## config.mk

```make
export PLATFORM = sky130hd
export DESIGN_NAME = mips_mem_stage_hs
export DESIGN_NICKNAME = d
export VERILOG_FILES = /design/src/rtl/mips_mem_stage_hs.sv
export SDC_FILE = /design/constraint.sdc
export NUM_CORES = 1
export LEC_CHECK = 0
export ABC_AREA = 1
export BUFFER_PORTS_ARGS = -buffer_cell sky130_fd_sc_hd__buf_4
export CELL_PAD_IN_SITES_DETAIL_PLACEMENT = 0
export CELL_PAD_IN_SITES_GLOBAL_PLACEMENT = 1
export CORE_ASPECT_RATIO = 1.75
export CORE_MARGIN = 3
export CORE_UTILIZATION = 36
export DETAILED_ROUTE_END_ITERATION = 8
export PLACE_DENSITY_LB_ADDON = 0.15
export SLEW_MARGIN = 25
export SYNTH_ARGS = -nofsm -noshare
export SYNTH_HDL_FRONTEND = slang
export SYNTH_SLANG_ARGS = --single-unit
export TNS_END_PERCENT = 50
```

## constraint.sdc

```tcl
create_clock -name clk -period 5.3 [get_ports clk]
set_input_delay 1.06 -clock clk [delete_from_list [all_inputs] [get_ports clk]]
set_output_delay 1.06 -clock clk [all_outputs]
set_load 0.005 [all_outputs]
```

## src/rtl/mips_mem_stage_hs.sv

```systemverilog
// mips_mem_stage_hs: MIPS MEM stage issuing its own variable-latency data-bus access
module mips_mem_stage_hs #(
  parameter int OP_W          = 32,
  parameter int RF_AW         = 5,
  parameter bit HAS_UNALIGNED = 1,
  parameter bit ADDR_CHECK    = 1
) (
  input  logic             clk,
  input  logic             rst,
  input  logic             ex_valid_ready_go,
  output logic             mem_allowin,
  input  logic [OP_W-1:0]  ex_op,
  input  logic [3:0]       ex_mem_ctrl,
  input  logic [RF_AW-1:0] ex_rf_waddr,
  input  logic [31:0]      ex_addr,
  input  logic [31:0]      ex_rt_data,
  input  logic [31:0]      ex_pc,
  input  logic             flush,
  output logic             data_req,
  output logic             data_wr,
  output logic [1:0]       data_size,
  output logic [31:0]      data_addr,
  output logic [3:0]       data_wstrb,
  output logic [31:0]      data_wdata,
  input  logic             data_addr_ok,
  input  logic             data_data_ok,
  input  logic [31:0]      data_rdata,
  output logic             mem_valid,
  output logic             mem_valid_ready_go,
  input  logic             wb_allowin,
  output logic [OP_W-1:0]  mem_out_op,
  output logic [RF_AW-1:0] mem_rf_waddr,
  output logic [31:0]      mem_out_value,
  output logic [31:0]      mem_pc,
  output logic             mem_excp,
  output logic [4:0]       mem_excp_code,
  output logic [31:0]      mem_badvaddr,
  output logic             mem_load_pending
);
  localparam logic [2:0] S_IDLE = 3'd0, S_REQ = 3'd1, S_WAIT = 3'd2, S_DONE = 3'd3,
                         S_DROP_REQ = 3'd4, S_DROP_DATA = 3'd5;
  localparam logic [3:0] C_LB = 4'd1, C_LBU = 4'd2, C_LH = 4'd3, C_LHU = 4'd4, C_LW = 4'd5,
                         C_LWL = 4'd6, C_LWR = 4'd7, C_SB = 4'd9, C_SH = 4'd10, C_SW = 4'd11,
                         C_SWL = 4'd12, C_SWR = 4'd13;
  function automatic logic unal_op(input logic [3:0] c);
    return c == C_LWL || c == C_LWR || c == C_SWL || c == C_SWR;
  endfunction
  function automatic logic [3:0] norm(input logic [3:0] c);
    return ((c >= C_LB && c <= C_LWR) || (c >= C_SB && c <= C_SWR)) && (HAS_UNALIGNED || !unal_op(c)) ? c : 4'd0;
  endfunction
  function automatic logic adr_err(input logic [3:0] c, input logic [1:0] a);
    return ADDR_CHECK && (((c == C_LH || c == C_LHU || c == C_SH) && a[0]) ||
                          ((c == C_LW || c == C_SW) && a != 2'b00));
  endfunction
  logic [2:0]       state, state_n;
  logic [OP_W-1:0]  op_r;
  logic [RF_AW-1:0] waddr_r;
  logic [31:0]      addr_r, rt_r, pc_r, rdata_r;
  logic [3:0]       ctrl_r, ex_c;
  logic             excp_r, ready_go, accept, is_load, is_store;
  logic [1:0]       a;
  logic [7:0]       lb;
  logic [15:0]      lh;
  logic [31:0]      lwl, lwr, load_val;
  assign ex_c     = norm(ex_mem_ctrl);
  assign a        = addr_r[1:0];
  assign is_load  = ctrl_r != 4'd0 && ctrl_r <= C_LWR;
  assign is_store = ctrl_r >= C_SB;
  assign ready_go = state == S_DONE || (state == S_IDLE && mem_valid);
  assign mem_allowin = state != S_DROP_REQ && state != S_DROP_DATA && (!mem_valid || (ready_go && wb_allowin));
  assign accept   = ex_valid_ready_go && mem_allowin && !flush;
  assign data_req  = state == S_REQ || state == S_DROP_REQ;
  assign data_wr   = is_store;
  assign data_size = (ctrl_r == C_LB || ctrl_r == C_LBU || ctrl_r == C_SB) ? 2'd0 :
                     (ctrl_r == C_LH || ctrl_r == C_LHU || ctrl_r == C_SH) ? 2'd1 : 2'd2;
  assign data_addr = unal_op(ctrl_r) ? {addr_r[31:2], 2'b00} : addr_r;
  // Store strobes and lane-replicated/shifted store data, held from the latched instruction
  always_comb begin
    data_wstrb = ctrl_r == C_SB  ? 4'b0001 << a :
                 ctrl_r == C_SH  ? (a[1] ? 4'b1100 : 4'b0011) :
                 ctrl_r == C_SW  ? 4'b1111 :
                 ctrl_r == C_SWL ? 4'b1111 >> ~a :
                 ctrl_r == C_SWR ? 4'b1111 << a : 4'b0000;
    data_wdata = ctrl_r == C_SB  ? {4{rt_r[7:0]}} :
                 ctrl_r == C_SH  ? {2{rt_r[15:0]}} :
                 ctrl_r == C_SWL ? rt_r >> {~a, 3'b000} :
                 ctrl_r == C_SWR ? rt_r << {a, 3'b000} : rt_r;
  end
  assign lb  = 8'(rdata_r >> {a, 3'b000});
  assign lh  = a[1] ? rdata_r[31:16] : rdata_r[15:0];
  assign lwl = (rdata_r << {~a, 3'b000}) | (rt_r & ~(32'hFFFF_FFFF << {~a, 3'b000}));
  assign lwr = (rdata_r >> {a, 3'b000}) | (rt_r & ~(32'hFFFF_FFFF >> {a, 3'b000}));
  // Lane extraction and LWL/LWR merge of the captured read data
  always_comb begin
    load_val = ctrl_r == C_LB  ? {{24{lb[7]}}, lb} :
               ctrl_r == C_LBU ? {24'd0, lb} :
               ctrl_r == C_LH  ? {{16{lh[15]}}, lh} :
               ctrl_r == C_LHU ? {16'd0, lh} :
               ctrl_r == C_LWL ? lwl :
               ctrl_r == C_LWR ? lwr : rdata_r;
  end
  assign mem_out_value      = (is_load && !excp_r) ? load_val : addr_r;
  assign mem_valid_ready_go = mem_valid && ready_go;
  assign mem_load_pending   = mem_valid && is_load && !ready_go;
  assign mem_excp           = mem_valid && excp_r;
  assign mem_excp_code      = is_store ? 5'd5 : 5'd4;
  assign mem_badvaddr       = addr_r;
  assign mem_out_op         = op_r;
  assign mem_rf_waddr       = waddr_r;
  assign mem_pc             = pc_r;
  // Bus FSM; flushed transactions drain through the DROP states so no response is orphaned
  always_comb begin
    state_n = state;
    case (state)
      S_REQ:       state_n = flush ? (data_addr_ok ? S_DROP_DATA : S_DROP_REQ) : (data_addr_ok ? S_WAIT : S_REQ);
      S_WAIT:      state_n = data_data_ok ? (flush ? S_IDLE : S_DONE) : (flush ? S_DROP_DATA : S_WAIT);
      S_DROP_REQ:  state_n = data_addr_ok ? S_DROP_DATA : S_DROP_REQ;
      S_DROP_DATA: state_n = data_data_ok ? S_IDLE : S_DROP_DATA;
      default:     state_n = accept ? ((ex_c != 4'd0 && !adr_err(ex_c, ex_addr[1:0])) ? S_REQ : S_IDLE) :
                             (flush || mem_allowin) ? S_IDLE : state;
    endcase
  end
  // Pipeline register, instruction latch and read-data capture
  always_ff @(posedge clk) begin
    if (rst) begin
      state     <= S_IDLE;
      mem_valid <= 1'b0;
      op_r      <= '0;
      waddr_r   <= '0;
      addr_r    <= '0;
      rt_r      <= '0;
      pc_r      <= '0;
      ctrl_r    <= '0;
      excp_r    <= 1'b0;
      rdata_r   <= '0;
    end else begin
      state     <= state_n;
      mem_valid <= flush ? 1'b0 : mem_allowin ? ex_valid_ready_go : mem_valid;
      if (accept) begin
        op_r    <= ex_op;
        waddr_r <= ex_rf_waddr;
        addr_r  <= ex_addr;
        rt_r    <= ex_rt_data;
        pc_r    <= ex_pc;
        ctrl_r  <= ex_c;
        excp_r  <= ex_c != 4'd0 && adr_err(ex_c, ex_addr[1:0]);
      end
      if (state == S_WAIT && data_data_ok) rdata_r <= data_rdata;
    end
  end
endmodule

```

==> summary.txt, run 1 <==
Syn-to-layout area delta - 30.6%
chip height - 236 µm
filler cell count - 3283
nature of the critical path endpoint - output port
largest area contributor in the netlist - dfxtp_1
Syn Inst Count - 1807
Seq cells post-synth - 174
CTS Sinks - 174
post-route ant nets - 0
ys flop type - dfxtp_1
status - complete, no violations
Crit path arrival time - 3290 ps
Finished Core Util - 0.480
worst-path fanout max - 74
# port buffers - 386
Slew HR - 0.254
drt first pass iters - 8
Setup Crit Path Kind - register to output port
number of cell rows - 83
Slew @ Worst Pin - 1110 ps
HP Class - register to register
Final setup viols - 0
Tot GR Track Use - 0.325
final hold violation count - 0
Warnings, synthesis - 0
TritonCTS clock tree - yes
WL final - 53800 µm
hold path depth - 2
Critical Path RT - 4240 ps
asr flop ratio synth - 0
CP Launch Type - register
CP top delay family - buffers and inverters
share of layout cells above drive strength 1 - 0.225
reg-to-reg slack, setup - 2190 ps
Die Width - 137 µm
first-pass GRT wire length - 79100 µm
initial antenna violation count - 1
die area - 32300 µm²
highest-delay cell along the critical path - buf_4
worst-path cell chain - buf_4 -> nand2_1 -> nand3_1 -> nand2_1 -> o21ai_0 -> inv_1 -> a21oi_1 -> buf_4
final worst path period share - 0.821
RePlAce Congestion - 0.995
Reg-to-Reg Start - state[1]$_SDFFE_PP0P_
post-synth top area share - 0.321
minimum clock period - 4350 ps
Pleak - 6.69 nW
worst reg2reg path depth - 10
Worst Min Path Start - mem_pc[13]$_SDFFE_PP0P_
Hold EP - mem_pc[13]$_SDFFE_PP0P_
WP buf/inv - 3
core box area - 29500 µm²
Max Freq - 230 MHz
Hold Buf Count CTS - 0
Area contributors post-synth - dfxtp_1 (32%), nand2_1 (22%), a21oi_1 (9.9%)
Vias/cell - 5.30
grt ovf - 0
io pins - 391
vias in the first global route - 12700
Reg-to-Reg End - rt_r[3]$_SDFFE_PP0P_
Final Skew - 19.2 ps
clk buf depth - 2
Root Buffer - clkbuf_16
nets@finish - 2258
Peak VDD IR - 0.255 mV
register area share after synthesis - 0.321
Iter 0 DRT Violations - 819
mapped cell area - 10900 µm²
Post-synth EDFFs - 0
unrepaired setup endpoints after global routing - no
detailed-placement wirelength estimate - 41600 µm
Max Cap Violations - 0
power per cell area - 294 nW/µm²
clock latency on the worst-skew pair - 470 ps
postcts setup bufs - 0
Clock transition at path regs - 80 ps
cts repair resizes - 0
# H-tree levels - 4
setup_tns - 0 ps
slowest stage delay, CP - 590 ps
wire per inst - 21.8 µm
DR vias - 13100
total design power - 4.16 mW
Slew Limit Fails - 0
initial core utilization - 0.368
Mean Syn Cell Area - 6.01 µm²
number of buffers created by CTS - 17
distinct cell type count after synthesis - 41
largest net degree at the start of global routing - 97
DRC Markers - 0
==> metrics by stage <==
| step | hold WS [ps] | cells | cell area (µm²) | setup slack (ps) |
|---|---|---|---|---|
| finish | 468 | 2474 | 14200 | 950 |
| CTS | 469 | 2473 | 14200 | 958 |
| global placement | 452 | 2441 | 13600 | 1450 |
| detailed placement | 458 | 2441 | 13600 | 1450 |
| global route | 485 | 2474 | 14200 | 736 |
| floorplan | 458 | 1809 | 10900 | 2750 |
==> Yosys cell counts (5+ instances only) <==
cell / n
or2_2: 11
nand3_1: 124
clkbuf_1: 54
buf_4: 43
nand2_1: 638
dfxtp_1: 174
o22ai_1: 10
buf_2: 54
inv_1: 121
nor3_1: 10
o21ai_0: 174
a21oi_1: 214
mux2i_1: 7
nand4_1: 9
nor2_1: 99
o21bai_1: 5
inv_2: 7
a21boi_1: 5
==> logic make-up (layout without fill, tap and decap cells) <==
| logic type | count (synthesis) | count (layout) | share of synthesized area |
|---|---|---|---|
| compound gates | 431 | 431 | 0.207 |
| fa+ha+maj | 4 | 4 | 0.00461 |
| buf+inv | 284 | 566 | 0.121 |
| flops | 174 | 174 | 0.321 |
| mux | 7 | 7 | 0.00646 |
| other cells | 2 | 5 | 0.000692 |
| simple gates | 905 | 905 | 0.339 |
==> layout make-up <==
class | instances | area [µm²] | share of cell area
Sequential cell | 174 | 3490 | 0.246
Clock inverter | 14 | 151 | 0.0107
Timing Repair Buffer | 406 | 3050 | 0.215
Multi-Input combinational cell | 1351 | 6080 | 0.429
Tap cell | 382 | 478 | 0.0337
Inverter | 128 | 480 | 0.0339
Clock buffer | 18 | 439 | 0.0310
Antenna cell | 1 | 2.50 | 0.000177
==> tightest hold or removal path: cells and delay by family (launching register included) <==
family | cells | cell delay, ps
AO/OA/AOI/OAI | 1 | 50
flip-flops | 1 | 310
AND/OR/NAND/NOR | 1 | 60
==> power breakdown <==
| part | total [mW] | leakage (nW) | internal, mW | switching (mW) |
|---|---|---|---|---|
| registers | 1.56 | 1.42 | 1.42 | 0.146 |
| logic | 1.28 | 4.99 | 0.525 | 0.760 |
| clock network | 1.31 | 0.277 | 0.678 | 0.637 |
==> metal layers <==
layer,up-vias,part of all wire,GRT usage
met5,-,0,0
met4,0,0.088,0.242
met3,147,0.070,0.0751
met2,612,0.49,0.550
met1,5988,0.35,0.343
li1,6355,-,-
==> placed cells by master (no fill, tap or decap), drive strengths merged, types with 4 or more instances in the layout <==
cell type,instances
inv,134
nand3,125
ha,4
mux2i,7
clkinvlp,4
nand2,640
buf,406
a21boi,7
conb,4
nor2,104
o22ai,10
or2,15
o2111ai,4
dfxtp,174
o211ai,4
o21ai,178
clkbuf,18
o21bai,5
a21oi,214
nand4,9
nor3,10
==> flip-flops by register name, summed over array words and instances (netlist names) <==
name,count
mem_badvaddr,32
rt_r,32
mem_valid,1
state,3
rdata_r,32
mem_rf_waddr,5
ctrl_r,4
mem_out_op,32
excp_r,1
mem_pc,32
==> how the worst max path moves through the flow <==
| stage | startpoint | endpoint | cells after the start |
|---|---|---|---|
| global route | mem_badvaddr[0]$_SDFFE_PP0P_ | mem_out_value[18] | 8 |
| global placement | mem_badvaddr[0]$_SDFFE_PP0P_ | mem_out_value[9] | 10 |
| finish | mem_badvaddr[0]$_SDFFE_PP0P_ | mem_out_value[18] | 8 |
| detailed placement | mem_badvaddr[0]$_SDFFE_PP0P_ | mem_out_value[18] | 9 |
| CTS | mem_badvaddr[0]$_SDFFE_PP0P_ | mem_out_value[18] | 9 |
| floorplan | ctrl_r[1]$_SDFFE_PP0P_ | mem_out_value[6] | 11 |
Power figures use the tool's default switching activity.
==> run 2: changes to the inputs <==
--- a/config.mk
+++ b/config.mk
@@ -11,7 +11,7 @@
 export CELL_PAD_IN_SITES_GLOBAL_PLACEMENT = 1
 export CORE_ASPECT_RATIO = 1.75
 export CORE_MARGIN = 3
-export CORE_UTILIZATION = 36
+export CORE_UTILIZATION = 34
 export DETAILED_ROUTE_END_ITERATION = 8
 export PLACE_DENSITY_LB_ADDON = 0.15
 export SLEW_MARGIN = 25
==> constraint.sdc (replaced) <==
create_clock -name clk -period 4.55 [get_ports clk]
set_input_delay 0.91 -clock clk [delete_from_list [all_inputs] [get_ports clk]]
set_output_delay 0.91 -clock clk [all_outputs]
set_load 0.005 [all_outputs]
==> run 2 against run 1 <==
Against the previous run:
- hold slack lost 0.99 ps
- wire length shrank 0.49%
- final cell count grew 1.3%
- clock-buffer cell count is 1 lower
- global-route usage is 2.1 points lower
- sequential power grew 15%
- setup slack lost 320 ps
- largest cell class unchanged
==> summary.txt, run 2 (synthesized netlist as in run 1, its figures left out) <==
most frequent cells in the layout - nand2_1 (638), buf_4 (424), a21oi_1 (214)
CTS Sinks - 174
Final Skew - 10.9 ps
Tot GR Track Use - 0.304
clk buf depth - 2
chip height - 242 µm
Syn-to-layout area delta - 32.4%
core box area - 31200 µm²
Hold Buf Count CTS - 0
Critical Path RT - 3640 ps
Peak VDD IR - 0.271 mV
Setup Crit Path Kind - register to output port
initial core utilization - 0.348
DR vias - 13100
# H-tree levels - 4
cts repair resizes - 0
vias in the first global route - 12800
wire per inst - 21.4 µm
unrepaired setup endpoints after global routing - no
Crit path arrival time - 3010 ps
WL final - 53600 µm
final hold violation count - 0
worst-path fanout max - 11
power per cell area - 343 nW/µm²
Pleak - 6.81 nW
setup_tns - 0 ps
minimum clock period - 3920 ps
largest net degree at the start of global routing - 87
initial antenna violation count - 4
Slew @ Worst Pin - 1010 ps
Slew HR - 0.325
Die Width - 141 µm
most common cell after layout, fill and taps aside - nand2_1
number of buffers created by CTS - 17
HP Class - register to register
nature of the critical path endpoint - output port
first-pass GRT wire length - 78900 µm
DRC Markers - 0
Clock transition at path regs - 80 ps
CP Launch Type - register
TritonCTS clock tree - yes
RePlAce Congestion - 0.925
detailed-placement wirelength estimate - 42000 µm
nets@finish - 2277
P_sw - 1.80 mW
die area - 34200 µm²
Max Cap Violations - 0
Hold WS - 467 ps
# port buffers - 386
Slew Limit Fails - 0
grt ovf - 0
share of layout cells above drive strength 1 - 0.232
switching share of power - 0.367
clock latency on the worst-skew pair - 450 ps
Iter 0 DRT Violations - 990
Final setup viols - 0
number of cell rows - 85
combinational share of power - 0.309
Max Freq - 255 MHz
io pins - 391
Finished Core Util - 0.461
Root Buffer - clkbuf_16
final worst path period share - 0.862
postcts setup bufs - 0
filler cell count - 3431
clock group share of total power - 0.325
Sequential Power Share - 0.366
drt first pass iters - 5
Vias/cell - 5.24
post-route ant nets - 0
Int Power - 3.12 mW
status - complete, no violations
run 2: cell count changes in the layout (fill, tap and decap cells not counted), moves of 2 or more:
cell	change
diode_2	+3
buf_4	+18
inv_8	+2
clkinvlp_4	-3
run 2: metal layers:
layer | part of all wire | global-route usage | vias to the layer above | wire [µm]
met3 | 0.068 | 0.0642 | 119 | 3660
met4 | 0.068 | 0.194 | 0 | 3640
li1 | - | - | 6382 | -
met2 | 0.51 | 0.544 | 597 | 27500
met1 | 0.35 | 0.315 | 6032 | 18800
met5 | 0 | 0 | - | 0
run 2: critical path, stage by stage, from the launching register on:
cell	delay [ps]
dfxtp_1	480
nor2_1	150
nand2_1	350
nand2_1	120
inv_1	450
o21ai_0	210
o21ai_0	460
nand2_1	130
nand2_1	90
buf_4	110
run 2: cell type report:
class	instances	area, µm²	area share
diodes	4	10.0	0.000697
clock buffers	17	425	0.0296
clock inverters	15	194	0.0135
inverters	128	480	0.0334
multi-input cells	1351	6080	0.423
flip-flops and latches	174	3490	0.243
well taps	391	489	0.0341
repair buffers	425	3200	0.223
run 2: stage by stage:
stage / power [mW] / setup slack, ps / instance area, µm² / std cells
CTS: 4.95 / 679 / 14400 / 2501
detailed placement: 3.35 / 1190 / 13700 / 2469
finish: 4.92 / 628 / 14400 / 2505
floorplan: 2.59 / 2150 / 10900 / 1809
global route: 5.16 / 488 / 14400 / 2504
global placement: 3.35 / 1150 / 13700 / 2469
run 2: final timing paths:
path | end | cells after the start | startpoint | slack, ps
setup reg to reg | rt_r[23]$_SDFFE_PP0P_ | 7 | state[0]$_SDFFE_PP0P_ | 1910
setup / recovery | mem_out_value[2] | 9 | ctrl_r[0]$_SDFFE_PP0P_ | 630
hold reg to reg | mem_pc[4]$_SDFFE_PP0P_ | 2 | mem_pc[4]$_SDFFE_PP0P_ | 470
hold / removal | mem_pc[4]$_SDFFE_PP0P_ | 2 | mem_pc[4]$_SDFFE_PP0P_ | 470
run 2: power groups by stage:
| stage | Sequential, mW | Combinational [mW] | Clock, mW |
|---|---|---|---|
| 2_1_floorplan | 1.77 | 0.816 | 0 |
| 3_3_place_gp | 1.83 | 1.53 | 0 |
| 4_1_cts | 1.80 | 1.53 | 1.63 |
| 5_1_grt | 1.81 | 1.67 | 1.68 |
| 3_5_place_dp | 1.83 | 1.52 | 0 |
| 6_report | 1.80 | 1.52 | 1.60 |
